## src/rtl/divisor_clock_generator.sv

```systemverilog
// divisor_clock_generator: turns a 32-bit half-period divisor into a glitch-free divided clock and rise tick
// Divisor updates are taken only at half-period boundaries, so no runt phase can appear.
module divisor_clock_generator #(
   parameter logic [31:0] DEFAULT_DIVISOR = 32'd1136,
   parameter logic [31:0] MIN_DIVISOR     = 32'd1
) (
   input  logic        clk,
   input  logic        rst_n,
   input  logic        enable,
   input  logic [31:0] frequency_divisor,
   output logic        divided_clk,
   output logic        tick,
   output logic [31:0] active_divisor
);
   localparam logic [31:0] RESET_DIVISOR = (DEFAULT_DIVISOR < MIN_DIVISOR) ? MIN_DIVISOR : DEFAULT_DIVISOR;
   logic [31:0] counter;
   logic [31:0] sampled_divisor;
   logic        boundary;
   // active_divisor is never below MIN_DIVISOR, so the -1 cannot wrap
   always_comb begin
      boundary        = counter == active_divisor - 32'd1;
      sampled_divisor = (frequency_divisor < MIN_DIVISOR) ? MIN_DIVISOR : frequency_divisor;
   end
   always_ff @(posedge clk or negedge rst_n) begin
      if (!rst_n) begin
         counter        <= '0;
         divided_clk    <= 1'b0;
         tick           <= 1'b0;
         active_divisor <= RESET_DIVISOR;
      end else begin
         tick <= enable && boundary && !divided_clk;
         if (enable) begin
            counter <= boundary ? '0 : counter + 32'd1;
            if (boundary) begin
               divided_clk    <= ~divided_clk;
               active_divisor <= sampled_divisor;
            end
         end
      end
   end
endmodule

```

## config.mk

```make
export PLATFORM = sky130hd
export DESIGN_NAME = divisor_clock_generator
export DESIGN_NICKNAME = d
export VERILOG_FILES = /design/src/rtl/divisor_clock_generator.sv
export SDC_FILE = /design/constraint.sdc
export NUM_CORES = 1
export LEC_CHECK = 0
export CAP_MARGIN = 20
export CORE_MARGIN = 2
export CORE_UTILIZATION = 40
export CTS_CLUSTER_DIAMETER = 30
export CTS_CLUSTER_SIZE = 20
export DETAILED_ROUTE_END_ITERATION = 10
export PLACE_DENSITY = 0.73
export SYNTH_ARGS = -nofsm -noshare
export SYNTH_HDL_FRONTEND = slang
export SYNTH_SLANG_ARGS = --single-unit
```

## constraint.sdc

```tcl
create_clock -name clk -period 4.5 [get_ports clk]
set_clock_uncertainty 0.1 [all_clocks]
set_input_delay 0.675 -clock clk [delete_from_list [all_inputs] [get_ports clk]]
set_output_delay 0.675 -clock clk [all_outputs]
set_load 0.005 [all_outputs]
```

==> results of run 1 <==
## area by class of cell
| cell class | instances | area (µm²) |
|---|---|---|
| inverters | 6 | 22.5 |
| repair buffers | 75 | 741 |
| clock buffers | 14 | 163 |
| fillers | 947 | 4750 |
| clock inverters | 2 | 12.5 |
| well taps | 133 | 166 |
| flip-flops and latches | 66 | 1660 |
| multi-input cells | 337 | 2310 |
## registers in the layout, indices dropped and copies added (netlist names)
register / flops
tick: 1
active_divisor: 32
counter: 32
divided_clk: 1
## power by group through the flow
stage	clock network [mW]	registers [mW]	logic [mW]
final	0.454	0.675	0.231
after CTS	0.459	0.674	0.233
after detailed placement	0	0.685	0.232
after floorplan	0	0.664	0.136
after global routing	0.487	0.680	0.255
after global placement	0	0.683	0.224
## final timing paths
kind,to,slack [ns]
setup / recovery,active_divisor[20],0.38
hold / removal,counter[3],0.30
setup reg to reg,active_divisor[20],0.38
hold reg to reg,tick,0.40
max in group asynchronous,active_divisor[18],3.09
min in group clk,tick,0.40
## through the flow
stage | power [mW] | hold WS (ns) | cells
detailed placement | 0.916 | 0.384 | 617
global route | 1.42 | 0.365 | 633
global placement | 0.907 | 0.376 | 617
finish | 1.36 | 0.296 | 633
floorplan | 0.800 | 0.279 | 422
CTS | 1.37 | 0.347 | 633
## cell families after synthesis
| kind of cell | Yosys count | share of synthesized area (%) |
|---|---|---|
| flip-flops | 66 | 40.6 |
| adder cells (fa/ha/maj) | 2 | 0.614 |
| buffers and inverters | 19 | 2.67 |
| AND/OR/NAND/NOR | 198 | 25.7 |
| multiplexers | 35 | 9.58 |
| AO/OA/AOI/OAI | 34 | 6.20 |
| XOR/XNOR | 68 | 14.6 |
## critical path, cell delays in order (launching register included)
cell       delay [ns]
dfrtp_1          0.42
inv_1            0.09
ha_1             0.25
or4b_2           0.71
nor4_2           0.45
a21boi_0         0.19
a2111o_1         0.42
a22oi_2          0.17
o2111ai_1        0.23
nor4_4           0.24
buf_12           0.32
mux2_1           0.37
## Yosys cell counts, drive strengths merged, types with 2 or more instances
library cell and number:
ha 2, dfrtp 62, a21o 3, mux2 32
buf 6, a21oi 3, dfstp 4, or4 5
nand4 11, nor2 58, or2 3, or3 3
a31oi 2, xor2 30, inv 6, o311ai 2
nor3 20, nor3b 3, nor2b 3, o211ai 4
xnor2 38, clkbuf 7, nand4b 2, and4 3
or4b 3, nor4 23, and3 14, a211o 2
mux2i 3, o22ai 3, nand3 12, o21ai 4
nand2 30
## metal layers
metal  wire length, µm  vias to the layer above  GRT usage [%]
met5                 0                        -              0
met4               280                        0           8.00
met3               452                       21           3.43
met2              4780                       86           30.9
met1              4470                     1684           24.4
li1                  -                     1664              -
==> reports/metrics.cfg, run 1 <==
[finish]
final_common_cell=clkdlybuf4s50_1
fin_area_mm2=0.00507
fin_util_pct=51.7
fin_nets=532
diodes=0
final_cell_mix=67 x clkdlybuf4s50_1, 62 x dfrtp_1, 58 x nor2_1
drive_gt1_share_pct=7.40
area_growth_pct=24.4

[worst_setup_path]
cp-start-kind=flip-flop
path_class=flip-flop to flip-flop
r2r-start=active_divisor[0]
worstPathRequired_ns=4.62
reg2reg_depth=11
cp.arrival_ns=4.25
crit_start=active_divisor[0]
cp-end-kind=flip-flop
worstPathMaxFanout=60

[logic_synthesis]
yosysWarningCount=0
synth_area_mm2=0.00408
ys_seq_area_share_pct=40.6
syn_inst=422
syn_area_per_cell_um2=9.66
ys_types=55
synth_fp_nets=459
synth_top_area_share_pct=38.1
async_flop_share_pct=100
synthTopCellsByArea=dfrtp_1 38%, xnor2_1 8.2%, mux2_1 8.0%, xor2_1 6.4%, nor2_1 5.3%
ys.flop_type=dfrtp_1
synth.largest_area_cell=dfrtp_1
ys_seq_elements=66
synth_edf_count=0

[cts]
cts_tree=built
clk-insertion-delay-late_ns=0.35
cts_setup_buffers=0
cts_resized=0
cts.htree.levels=3
ctsRootBufferMaster=clkbuf_8
hold_buffers=0
cts.sinks=66
path_clk_slew_ns=0.07
numCtsBuffers=9
cts_buffer_depth=2

[power]
p_sw_share_pct=27.9
max-vdd-ir-drop_mv=0.123
p_per_area_mw_per_mm2=268
leakagePower_nw=2.12
switchingPower_mw=0.380
p_int_mw=0.980
power_frac_comb_pct=17.0
pwr-share-clk_pct=33.4
seqPwrFrac_pct=49.6

[route]
drt_iter0_markers=147
ant_nets=0
vias=3455
wirelength_um=9990
firstDrtPassIters=4
wire_per_inst_um=15.8
detail_route.vias_per_cell=5.46
route.detailed.drc=0

[global_routing]
antenna_found_initial=0
grt_first_pass_wirelength_um=16900
overflow=0
first_global_vias=3498
grt.total_usage_pct=18.8
grt_max_degree=61

[timing]
setup-violations-final=0
fin_ws_ns=0.376
finalHoldViolCount=0
period_needed_ns=4.12
finalSetupTns_ns=0
worst_slew_pin_slew_ns=0.764
fmax_ghz=0.242
maxSlewHeadroom_pct=49.1
fin_crit_sh_pct=91.7
rsz0062_at_grt=no
slew_violations=0

[job]
cap_viol_max_count=0

[placed_design]
hpwl_um=7620
gp_congestion=0.907
portBuffers=68
dp_slack_ns=0.400
post_dp_cell_area_mm2=0.00490

[hold_path]
hp-class=input port to asynchronous set/reset pin

[floorplanning]
start_util_pct=41.5
die_area_mm2=0.0110
io_pins=69
core_mm2=0.00982
die_h_um=105
rows=36
die_x_um=105

[run_status]
run_status=completed

No activity file was read; power rests on OpenSTA's default activity.
==> run 2, diff against run 1 <==
==> constraint.sdc (replaced) <==
create_clock -name clk -period 4.5 [get_ports clk]
set_clock_uncertainty 0.1 [all_clocks]
set_input_delay 0.45 -clock clk [delete_from_list [all_inputs] [get_ports clk]]
set_output_delay 0.45 -clock clk [all_outputs]
set_load 0.01 [all_outputs]
==> run 2 against run 1 <==
Clock power grew 9.3%. Global-route usage shrank 0.40 points. Die area is the same. Core utilization grew 0.14 points. Sequential share of layout area shrank 0.088 points. Setup slack lost 0.011 ns. Final area grew 0.27%. Critical path depth is the same. Register-to-register slack is essentially flat. Clock-buffer cell count shrank 2. First-iteration DRC count grew 12%. Largest cell class unchanged. Highest routed layer unchanged.
==> reports/metrics.cfg, run 2 (synthesis gave the netlist of run 1 again) <==
[global_routing]
use_met1_pct=24.2
busiest_layer=met2
overflow=0
met2_usage_pct=29.8
antenna_found_initial=0
grt_max_degree=61
grt.total_usage_pct=18.4
gr-usage-met3_pct=3.06
grt_first_pass_wirelength_um=16400
first_global_vias=3365

[worst_setup_path]
path_class=flip-flop to flip-flop
cp.arrival_ns=4.26
cp-end-kind=flip-flop
worstPathRequired_ns=4.62
cp-start-kind=flip-flop
worstPathMaxFanout=60

[run_status]
run_status=completed

[timing]
finalHoldViolCount=0
fmax_ghz=0.242
slew_violations=0
finalSetupTns_ns=0
fin_crit_sh_pct=91.9
period_needed_ns=4.14
worst_slew_pin_slew_ns=0.764
maxSlewHeadroom_pct=49.1
rsz0062_at_grt=no
setup-violations-final=0
hold_slack_ns=0.0718

[floorplanning]
die_x_um=105
rows=36
core_mm2=0.00982
die_area_mm2=0.0110
start_util_pct=41.5
io_pins=69
die_h_um=105

[route]
route.detailed.drc=0
wire_per_inst_um=15.6
detail_route.vias_per_cell=5.44
drt_iter0_markers=164
firstDrtPassIters=4
wirelength_um=9890
ant_nets=0
vias=3437

[finish]
diodes=0
drive_gt1_share_pct=7.41
fin_cells=632
layout.area.seq_mm2=0.00166
fill_cells=932
area_growth_pct=24.8
fin_nets=531
final_cell_mix=67 x clkdlybuf4s50_1, 62 x dfrtp_1, 58 x nor2_1
final_common_cell=clkdlybuf4s50_1
multi_input_area_mm2=0.00231
largestRegisters=active_divisor x32, counter x32

[placed_design]
gp_congestion=0.908
portBuffers=68
hpwl_um=7430
place_inst=616

[cts]
hold_buffers=0
cts_resized=0
cts_tree=built
cts.sinks=66
path_clk_slew_ns=0.07
numCtsBuffers=9
cts_setup_buffers=0
ctsRootBufferMaster=clkbuf_8
cts.htree.levels=3
cts_buffer_depth=2
clk-insertion-delay-late_ns=0.35

[hold_path]
hp-class=input port to asynchronous set/reset pin

[power]
fin_total_pwr_mw=1.41
p_per_area_mw_per_mm2=277
leakagePower_nw=2.13
max-vdd-ir-drop_mv=0.127

[job]
cap_viol_max_count=0

## run 2: cell types whose count changed in the layout (fill, tap and decap cells not counted)
cell,delta
clkbuf_8,-1
clkbuf_1,-1
clkinv_4,+1
buf_4,-1
bufinv_16,+1
## run 2: final timing paths
| path | from | endpoint | slack [ns] | depth (start not counted) |
|---|---|---|---|---|
| hold / removal | rst_n | counter[3] | 0.07 | 1 |
| setup reg to reg | active_divisor[0] | active_divisor[11] | 0.36 | 11 |
| setup / recovery | active_divisor[0] | active_divisor[11] | 0.36 | 11 |
| hold reg to reg | divided_clk | tick | 0.39 | 1 |
| max in group asynchronous | rst_n | active_divisor[31] | 3.31 | 2 |
| min in group clk | divided_clk | tick | 0.39 | 1 |
## run 2: metal layers
metal | vias to the layer above | wire length, µm
met3 | 23 | 470
met5 | - | 0
met2 | 95 | 4620
li1 | 1665 | -
met1 | 1654 | 4510
met4 | 0 | 284
## run 2: report_power, final
group / total [mW] / internal, mW / switching (mW)
Sequential: 0.675 / 0.622 / 0.0525
Clock: 0.496 / 0.271 / 0.225
Combinational: 0.237 / 0.128 / 0.110
Total: 1.41 / 1.02 / 0.387
## run 2: area by class of cell
cell class,instances,area share [%]
multi-input cells,337,45.4
well taps,133,3.27
clock inverters,4,1.01
repair buffers,74,14.4
flip-flops and latches,66,32.6
clock buffers,12,2.85
inverters,6,0.443
## run 2: through the flow
step	area, µm²	setup WS [ns]	utilization [%]
floorplan	4080	0.663	-
global placement	4890	0.566	49.8
detailed placement	4890	0.431	49.8
CTS	5090	0.413	51.8
global route	5090	0.180	51.8
finish	5090	0.364	51.8
## run 2: worst max-delay path, stage by stage, from the launching register on
cell	delay (ns)
dfrtp_1	0.42
inv_1	0.09
ha_1	0.24
or4b_2	0.71
nor4_2	0.47
a21boi_0	0.20
a2111o_1	0.43
a22oi_2	0.16
o2111ai_1	0.24
nor4_4	0.25
buf_12	0.30
mux2_1	0.37
==> RTL edit, RTL diff (config.mk and constraints of run 2) <==
Make the reset (`rst_n`) synchronous in one clocked block.
--- a/src/rtl/divisor_clock_generator.sv
+++ b/src/rtl/divisor_clock_generator.sv
@@ -21,7 +21,7 @@
       boundary        = counter == active_divisor - 32'd1;
       sampled_divisor = (frequency_divisor < MIN_DIVISOR) ? MIN_DIVISOR : frequency_divisor;
    end
-   always_ff @(posedge clk or negedge rst_n) begin
+   always_ff @(posedge clk) begin
       if (!rst_n) begin
          counter        <= '0;
          divided_clk    <= 1'b0;
Check against the original RTL: same outputs for any inputs over 10 cycles, from zero or initial values and one cycle with rst_n low; that may be too few to reach the edited logic, so the function may still have changed.
==> RTL edit against run 2 <==
  * Routed wire length grew 15%
  * Final area grew 2.5%
  * Area after synthesis grew 7.6%
  * Sequential cell count is the same
  * Cell count grew 14%
  * Setup slack gained 0.31 ns
Power is not compared: it rests on default switching activity, and its combinational part moved more than twofold at a synthesized area within 25%.
==> RTL edit: results (changes against run 2) <==
| Metric | Value |
|---|---|
| Result of the run | `complete, no violations (unchanged)` |
| Hold Path Class | `flip-flop to flip-flop (was input pin to asynchronous set/reset pin)` |
| Worst-skew pair later-pin latency | `roughly 0.36 ns` |
| R2R Path End | `active_divisor[20] (was active_divisor[11])` |
| Routability congestion estimate from global placement | `0.9093 (was 0.9081)` |
| DR vias/cell | `5.469 (was 5.438)` |
| Highest-delay cell along the critical path | `sky130_fd_sc_hd__and3_4 (was sky130_fd_sc_hd__or4b_2)` |
| Largest fanout of any net on the critical path | `33 (was 60)` |
| Slew at the pin closest to its max-slew limit | `0.6834 ns (was 0.7642 ns)` |
| Main synth FF type | `sky130_fd_sc_hd__dfxtp_1 (was sky130_fd_sc_hd__dfrtp_1)` |
| Net Count, Synth | `562 (was 459)` |
| Launching point of the worst reg2reg path | `active_divisor[0] (unchanged)` |
| Top post-synthesis cells by count | `sky130_fd_sc_hd__nand2_1, sky130_fd_sc_hd__dfxtp_1, sky130_fd_sc_hd__nor2_1 (was sky130_fd_sc_hd__dfrtp_1, sky130_fd_sc_hd__nor2_1, sky130_fd_sc_hd__xnor2_1)` |
| Wire length of the first global-routing pass | `18500 um (was 16450 um)` |
| Proportion of layout cells with a drive suffix above 1 | `0.09605 (was 0.07415)` |
| Sequential share of the synthesized area | `0.3011 (was 0.4064)` |
| Cell variety after synth | `77 (was 55)` |
| Layout net count | `616 (was 531)` |
| Total routing resource utilization after global routing | `0.2012 (was 0.1845)` |
| Routed len/inst | `15.66 um (was 15.64 um)` |
| Fillers | `1047 (was 932)` |
| Post-synthesis async set-or-reset flop share | `0 (was 1.000)` |
| Final hold vios | `0 (unchanged)` |
| CP arrival | `4.01 ns (was 4.26 ns)` |
| Number of global-route vias before repair | `3702 (was 3365)` |
| Pin count of the biggest net entering global routing | `65 (was 61)` |
| Number of DRC markers after the initial detailed-route iteration | `246 (was 164)` |
| Worst reg-to-reg path cell count | `10 (was 11)` |
| End point of the worst hold path | `divided_clk` |
| Leading cell type in the layout, fill and taps excluded | `sky130_fd_sc_hd__nand2_1 (was sky130_fd_sc_hd__clkdlybuf4s50_1)` |
| Cell types occupying the most area after synthesis | `sky130_fd_sc_hd__dfxtp_1, sky130_fd_sc_hd__nand2_1, sky130_fd_sc_hd__xor2_1 (was sky130_fd_sc_hd__dfrtp_1, sky130_fd_sc_hd__xnor2_1, sky130_fd_sc_hd__mux2_1)` |
| Leak pwr | `1.928 nW` |
| Flop2flop setup slack | `0.67 ns (was 0.36 ns)` |
| Number of cells in the design after placement | `707 (was 616)` |
| Half-perimeter wire length of the detailed placement result | `8641 um (was 7434 um)` |
| Cell family with the largest share of critical-path delay | `simple AND/OR/NAND/NOR gates (unchanged)` |
| Post-detailed-routing wire length | `11330 um (was 9886 um)` |
| Worst stage delay on the critical path | `0.58 ns (was 0.71 ns)` |
| Synthesized instance count | `525 (was 422)` |
| Total iterations of the first detailed-routing run | `4 (unchanged)` |
## RTL edit: logic make-up after synthesis
family          after synthesis  share of synthesized area
mux                          32                    0.07328
flops                        66                     0.3011
fa+ha+maj                     2                   0.005702
compound gates               65                     0.1126
simple gates                257                     0.3162
xor+xnor                     65                     0.1297
buf+inv                      38                    0.06130
## RTL edit: how the worst max path moves through the flow
| stage | to | cells after the start |
|---|---|---|
| after floorplan | active_divisor[11] | 15 |
| after global placement | active_divisor[5] | 10 |
| after detailed placement | active_divisor[5] | 10 |
| after CTS | active_divisor[20] | 10 |
| after global routing | active_divisor[19] | 10 |
| final | active_divisor[20] | 10 |
## RTL edit: routing by layer
layer	up-vias	share of wire	track usage
met5	-	0	0
met4	0	0.020	0.08150
met3	13	0.043	0.03228
met2	100	0.48	0.3321
met1	1874	0.46	0.2615
li1	1967	-	-
## RTL edit: metrics by stage
step                      total power [mW]  hold slack, ns  setup slack, ns  utilization  area [um2]
after floorplan                     0.6299          0.3774            1.178            -        4388
after global placement              0.6673          0.3574           0.9373       0.4653        5022
after detailed placement            0.6682          0.3738           0.7270       0.4653        5022
after CTS                            1.111          0.3980           0.7021       0.4811        5192
after global routing                 1.140          0.4308           0.3508       0.4830        5213
final                                1.103          0.3881           0.6743       0.4830        5213
## RTL edit: area by class of cell
type	instances	area share
clock inverters	3	0.002880
multi-input cells	421	0.5367
inverters	10	0.007201
repair buffers	71	0.1363
clock buffers	12	0.02976
flip-flops and latches	66	0.2535
well taps	140	0.03361
## RTL edit: power breakdown
part / internal, mW / leakage [nW] / switching, mW
Sequential: 0.585 / 0.532 / 0.00241
Combinational: 0.0357 / 1.30 / 0.0330
Clock: 0.224 / 0.0920 / 0.222
